<file path="config.mk">
export PLATFORM = sky130hd
export DESIGN_NAME = fir_coeff_loader
export DESIGN_NICKNAME = d
export VERILOG_FILES = /design/src/rtl/fir_coeff_loader.sv
export SDC_FILE = /design/constraint.sdc
export NUM_CORES = 2
export LEC_CHECK = 0
export CAP_MARGIN = 20
export CELL_PAD_IN_SITES_DETAIL_PLACEMENT = 2
export CELL_PAD_IN_SITES_GLOBAL_PLACEMENT = 2
export CORE_MARGIN = 5
export CORE_UTILIZATION = 41
export CTS_BUF_LIST = sky130_fd_sc_hd__clkbuf_4 sky130_fd_sc_hd__clkbuf_8
export DETAILED_ROUTE_END_ITERATION = 16
export GPL_TIMING_DRIVEN = 0
export PLACE_DENSITY_LB_ADDON = 0.3
export RECOVER_POWER = 100
export SKIP_CTS_REPAIR_TIMING = 1
export SLEW_MARGIN = 20
export SYNTH_ARGS = -nofsm -noshare
export SYNTH_HDL_FRONTEND = slang
export SYNTH_SLANG_ARGS = --single-unit
</file>
<file path="constraint.sdc">
create_clock -name clk -period 70 [get_ports clk]
set_input_delay 10.5 -clock clk [delete_from_list [all_inputs] [get_ports clk]]
set_output_delay 10.5 -clock clk [all_outputs]
set_load 0.01 [all_outputs]
</file>
<file path="src/rtl/fir_coeff_loader.sv">
// fir_coeff_loader
//
// Upstream configuration stage for the FIR filter. A serial stream of signed
// coefficients arrives over a valid/ready handshake and is collected in a
// shadow bank. The accepted beat that completes the bank also copies it, that
// beat included, into the parallel active bank (coeff_out). The filter sees
// one clr pulse at the start of a load and one coeff_valid strobe per commit.
//
// Handshake: a beat transfers on a rising clk edge where wr_valid and
// wr_ready are both high. wr_ready is high only in LOAD and only while abort
// is low. wr_valid in any other cycle is ignored and its data is not stored.
//
// Parameters:
//   COEFF_WIDTH  width of one signed coefficient (default 16)
//   N_TAPS       highest coefficient index; the bank holds N_TAPS+1 entries
//
// Ports:
//   clk          rising-edge clock
//   rst          asynchronous, active-high reset
//   load_start   single-cycle request to begin a load (honoured in IDLE only)
//   abort        cancels a load in CLEAR or LOAD; the active bank is kept
//   wr_data      coefficient beat; beat k lands in index k
//   wr_valid     wr_data is valid
//   wr_ready     beat accepted this cycle (LOAD and !abort)
//   busy         high whenever the FSM is not in IDLE
//   clr          one-cycle clear pulse to the FIR delay line
//   coeff_out    active coefficient bank, connects to FIR coeff_in
//   coeff_valid  one-cycle strobe marking a new active bank
//
// Configuration macro: FIR_COEFF_SYMMETRIC_EN
//   defined   : linear-phase mode, (N_TAPS+2)/2 beats, beat k is written to
//               both index k and index N_TAPS-k
//   undefined : N_TAPS+1 beats, no mirroring

module fir_coeff_loader #(
    parameter int COEFF_WIDTH = 16,
    parameter int N_TAPS      = 41
) (
    input  logic                                clk,
    input  logic                                rst,
    input  logic                                load_start,
    input  logic                                abort,
    input  logic [COEFF_WIDTH-1:0]              wr_data,
    input  logic                                wr_valid,
    output logic                                wr_ready,
    output logic                                busy,
    output logic                                clr,
    output logic [N_TAPS:0][COEFF_WIDTH-1:0]    coeff_out,
    output logic                                coeff_valid
);

`ifdef FIR_COEFF_SYMMETRIC_EN
    localparam int LOAD_COUNT = (N_TAPS + 2) / 2;
`else
    localparam int LOAD_COUNT = N_TAPS + 1;
`endif

    localparam int IDX_W = (N_TAPS > 0) ? $clog2(N_TAPS + 1) : 1;
    localparam logic [IDX_W-1:0] LAST_IDX = IDX_W'(LOAD_COUNT - 1);
`ifdef FIR_COEFF_SYMMETRIC_EN
    localparam logic [IDX_W-1:0] TOP_IDX  = IDX_W'(N_TAPS);
`endif

    typedef enum logic [1:0] {
        IDLE   = 2'd0,
        CLEAR  = 2'd1,
        LOAD   = 2'd2,
        COMMIT = 2'd3
    } state_t;

    state_t                             state;
    logic [IDX_W-1:0]                   idx;
    logic [N_TAPS:0][COEFF_WIDTH-1:0]   shadow;
    logic [N_TAPS:0][COEFF_WIDTH-1:0]   shadow_next;
    logic                               accept;

    // The only combinational output: abort must be able to refuse a beat in
    // the same cycle it is raised.
    always_comb begin
        wr_ready = (state == LOAD) && !abort;
    end

    assign accept = wr_valid && wr_ready;

    // Shadow bank as it stands after this cycle's beat. The commit edge copies
    // this rather than the registered shadow so the final beat is included.
    always_comb begin
        shadow_next = shadow;
        if (accept) begin
            shadow_next[idx] = wr_data;
`ifdef FIR_COEFF_SYMMETRIC_EN
            // When idx reaches the centre tap both writes hit the same
            // entry with the same data.
            shadow_next[TOP_IDX - idx] = wr_data;
`endif
        end
    end

    // State, index, banks and Moore outputs. clr/busy/coeff_valid are loaded
    // with the value belonging to the state being entered, so each is a clean
    // register output aligned with that state.
    always_ff @(posedge clk or posedge rst) begin
        if (rst) begin
            state       <= IDLE;
            idx         <= '0;
            shadow      <= '0;
            coeff_out   <= '0;
            busy        <= 1'b0;
            clr         <= 1'b0;
            coeff_valid <= 1'b0;
        end else begin
            case (state)
                IDLE: begin
                    if (load_start) begin
                        state <= CLEAR;
                        idx   <= '0;
                        busy  <= 1'b1;
                        clr   <= 1'b1;
                    end
                end

                CLEAR: begin
                    idx <= '0;
                    clr <= 1'b0;
                    if (abort) begin
                        state <= IDLE;
                        busy  <= 1'b0;
                    end else begin
                        state <= LOAD;
                    end
                end

                LOAD: begin
                    if (abort) begin
                        // Partial shadow contents are simply overwritten by
                        // the next load; coeff_out is left untouched.
                        state <= IDLE;
                        idx   <= '0;
                        busy  <= 1'b0;
                    end else if (accept) begin
                        shadow <= shadow_next;
                        idx    <= idx + IDX_W'(1);
                        if (idx == LAST_IDX) begin
                            coeff_out   <= shadow_next;
                            state       <= COMMIT;
                            coeff_valid <= 1'b1;
                        end
                    end
                end

                COMMIT: begin
                    state       <= IDLE;
                    idx         <= '0;
                    busy        <= 1'b0;
                    coeff_valid <= 1'b0;
                end

                default: begin
                    state       <= IDLE;
                    idx         <= '0;
                    busy        <= 1'b0;
                    clr         <= 1'b0;
                    coeff_valid <= 1'b0;
                end
            endcase
        end
    end

endmodule

</file>
==> flow_metrics.py <==
metrics = {
    "outcome": {
        "status": "complete, but fails checks",
        "violations": "capacitance limit, slew limit",
    },
    "detailed_routing": {
        "avgRoutedWirePerCell_um": 32.6,
        "ant_nets": 0,
        "first_pass_iters": 5,
        "drc": 0,
        "drt_iter0_markers": 2721,
        "wl_um": 240000,
        "viasPerCell": 5.66,
        "vias": 41600,
    },
    "logic_synthesis": {
        "ys_seq_elements": 1355,
        "yosysSeqAreaShare_pct": 64.2,
        "ys_warn_count": 0,
        "synth.avg_cell_area_sq_um": 11.6,
        "synth_nets": 4583,
        "postSynthCellCount": 4555,
        "synth_cell_types": 37,
        "synth_area_sq_mm": 0.0528,
    },
    "grt": {
        "grt_usage_pct": 34.8,
        "grt_max_degree": 106,
        "antenna_found_initial": 20,
        "grt_overflow": 0,
        "grt_pass1_wl_um": 349000,
        "first_global_vias": 48700,
    },
    "setup_path": {
        "reg2reg_from": "state[0]",
        "crit_fanout": 105,
        "cp.required_ns": 69.72,
        "critical_path_class": "in -> async",
        "critPathLaunchType": "input pin",
        "endpoint_kind": "async pin",
        "critPathArrivalTime_ns": 28.92,
        "reg2regPathDepth": 8,
        "rrSetupSlack_ns": 65.34,
        "reg2reg_to": "coeff_out[207]",
    },
    "timing": {
        "tns_ns": 0,
        "rsz0062_at_grt": "no",
        "relSlewSlack_pct": -274,
        "setup_viol": 0,
        "tightest_slew_ns": 5.62,
        "finalCritPeriodShare_pct": 41.7,
        "fin_skew_ns": 0.0653,
        "fmax_ghz": 0.0342,
        "slew_violations": 1428,
        "min_period_ns": 29.20,
        "finalWorstSetupSlack_ns": 40.80,
        "final_hold_viol_count": 0,
    },
    "power": {
        "leakagePower_nw": 33.6,
        "power_density_mw_per_mm2": 24.5,
        "ir_drop_uv": 19.5,
    },
    "floorplanning": {
        "die_area_sq_mm": 0.136,
        "initial_core_util_pct": 41.3,
        "ios": 697,
        "die_w_um": 369,
        "die_height_um": 369,
        "rows": 131,
        "core-area_sq_mm": 0.128,
    },
    "clock_tree": {
        "cts_tree": "done",
        "cts_sinks": 1355,
        "clockRootBuffer": "clkbuf_8",
        "cts.path.max_buffers": 3,
        "clock_latency_ns": 0.99,
        "clkTransAtPathRegs_ns": 0.06,
        "h-tree-depth": 4,
        "cts_buffers": 227,
    },
    "cells_and_area": {
        "nets": 5526,
        "fin_util_pct": 52.0,
        "fin_area_sq_mm": 0.0664,
        "drive_above_1_share_pct": 19.7,
        "syn_to_final_growth_pct": 25.7,
    },
    "placed_design": {
        "io_buffers": 696,
        "place_area_sq_mm": 0.0623,
        "place_ws_ns": 47.38,
        "hpwl_um": 148000,
        "gp_congestion": 0.799,
    },
    "min_path": {
        "hold_class": "reg -> reg",
        "hold_depth": 2,
        "min_from": "shadow[620]",
        "hold_path_end": "coeff_out[620]",
    },
    "run": {
        "drv_cap": 19,
    },
}
critical path, cell delays in order:
cell and delay [ns]:
dlygate4sd3_1 0.55, clkinvlp_2 2.32, clkbuf_1 4.07, clkbuf_1 3.94, clkbuf_1 3.05, clkbuf_1 4.08
power breakdown:
part | switching (mW) | internal (mW) | leakage, nW
Sequential | 0.00432 | 0.790 | 18.9
Combinational | 0.0457 | 0.0111 | 12.0
Clock | 0.353 | 0.424 | 2.62
synth_stat cells:
| library cell | number | area share, % |
|---|---|---|
| a21oi_1 | 659 | 6.2 |
| a31oi_1 | 18 | 0.21 |
| and2_0 | 1 | 0.012 |
| and2_1 | 2 | 0.024 |
| and4b_1 | 1 | 0.019 |
| and4bb_2 | 4 | 0.095 |
| buf_2 | 169 | 1.6 |
| buf_4 | 35 | 0.50 |
| buf_6 | 1 | 0.021 |
| clkbuf_1 | 109 | 0.78 |
| dfrtp_1 | 1355 | 64 |
| ha_1 | 7 | 0.17 |
| inv_1 | 8 | 0.057 |
| inv_2 | 1 | 0.0071 |
| mux2_1 | 4 | 0.085 |
| mux2_2 | 669 | 14 |
| mux2i_1 | 19 | 0.36 |
| nand2_1 | 730 | 5.2 |
| nand2b_1 | 1 | 0.012 |
| nand2b_4 | 1 | 0.026 |
| nand3_1 | 6 | 0.057 |
| nand4_1 | 2 | 0.024 |
| nand4bb_1 | 1 | 0.021 |
| nor2_1 | 677 | 4.8 |
| nor2_2 | 15 | 0.18 |
| nor2_4 | 27 | 0.58 |
| nor2b_1 | 7 | 0.083 |
| nor3_1 | 2 | 0.019 |
| nor3_2 | 1 | 0.019 |
| nor3_4 | 1 | 0.031 |
| nor4_1 | 1 | 0.012 |
| nor4b_1 | 4 | 0.066 |
| nor4bb_1 | 1 | 0.019 |
| o21ai_0 | 13 | 0.12 |
| o2bb2ai_1 | 1 | 0.017 |
| o31ai_1 | 1 | 0.014 |
| or3_1 | 1 | 0.012 |
sequential cells by signal (all words and copies together), names as in the netlist:
register / count
busy: 1
clr: 1
coeff_out: 672
coeff_valid: 1
idx: 6
shadow: 672
state: 2
placed cells by master (no fill, tap or decap), types with 2 or more instances in the layout:
cell / count
and4bb_2: 4
clkbuf_4: 84
a21oi_1: 659
clkinv_2: 17
nand2_1: 730
inv_6: 2
a31oi_1: 18
clkbuf_8: 293
dfrtp_1: 1355
mux2_2: 606
clkbuf_1: 231
nor3_1: 3
nand2b_1: 2
clkbuf_2: 14
clkdlybuf4s50_1: 16
inv_1: 8
o21ai_0: 13
inv_12: 2
and2_1: 2
nor4b_2: 4
bufinv_16: 2
nand4_1: 2
dlygate4sd3_1: 680
nor2_1: 719
mux2i_1: 19
buf_2: 85
diode_2: 10
nand3_1: 6
ha_1: 7
nor2b_1: 7
mux2_1: 67
cells by family (layout without fill, tap and decap cells):
family	Yosys count	count (layout)	synth area share, %
other	0	10	0
buffers and inverters	323	1438	2.96
AND/OR/NAND/NOR	1486	1486	11.3
AO/OA/AOI/OAI	692	692	6.62
multiplexers	692	692	14.7
adder cells (fa/ha/maj)	7	7	0.166
flip-flops	1355	1355	64.2
worst max-delay path by stage:
stage | start | end | slack [ns] | depth (start not counted)
3_3_place_gp | rst | coeff_out[384] | 4.92 | 2
5_1_grt | rst | shadow[405] | 37.09 | 6
3_5_place_dp | abort | wr_ready | 47.38 | 4
6_report | rst | coeff_out[405] | 40.80 | 6
2_1_floorplan | rst | busy | 21.30 | 1
4_1_cts | abort | wr_ready | 47.38 | 4
final cells by class:
class / instances / area (sq um)
repair buffers: 714 / 7050
diodes: 10 / 25.0
plain buffers: 314 / 1300
clock buffers: 377 / 4660
flip-flops and latches: 1355 / 33900
inverters: 9 / 35.0
well taps: 1662 / 2080
clock inverters: 24 / 211
fillers: 12500 / 61300
multi-input cells: 2877 / 17100
through the flow:
step | hold slack (ns) | instances | power (mW)
global route | 0.501 | 7335 | 1.68
CTS | 0.483 | 7332 | 1.64
floorplan | 0.458 | 4555 | 0.837
global placement | 0.468 | 6913 | 0.865
detailed placement | 0.483 | 6931 | 0.868
finish | 0.481 | 7342 | 1.63
routing by layer:
layer / track usage, % / part of all wire (%)
met1: 41.2 / 38
met4: 18.8 / 6.0
met5: 0 / 0.0054
met3: 8.42 / 6.4
met2: 58.9 / 49
No activity file was read; power rests on OpenSTA's default activity.
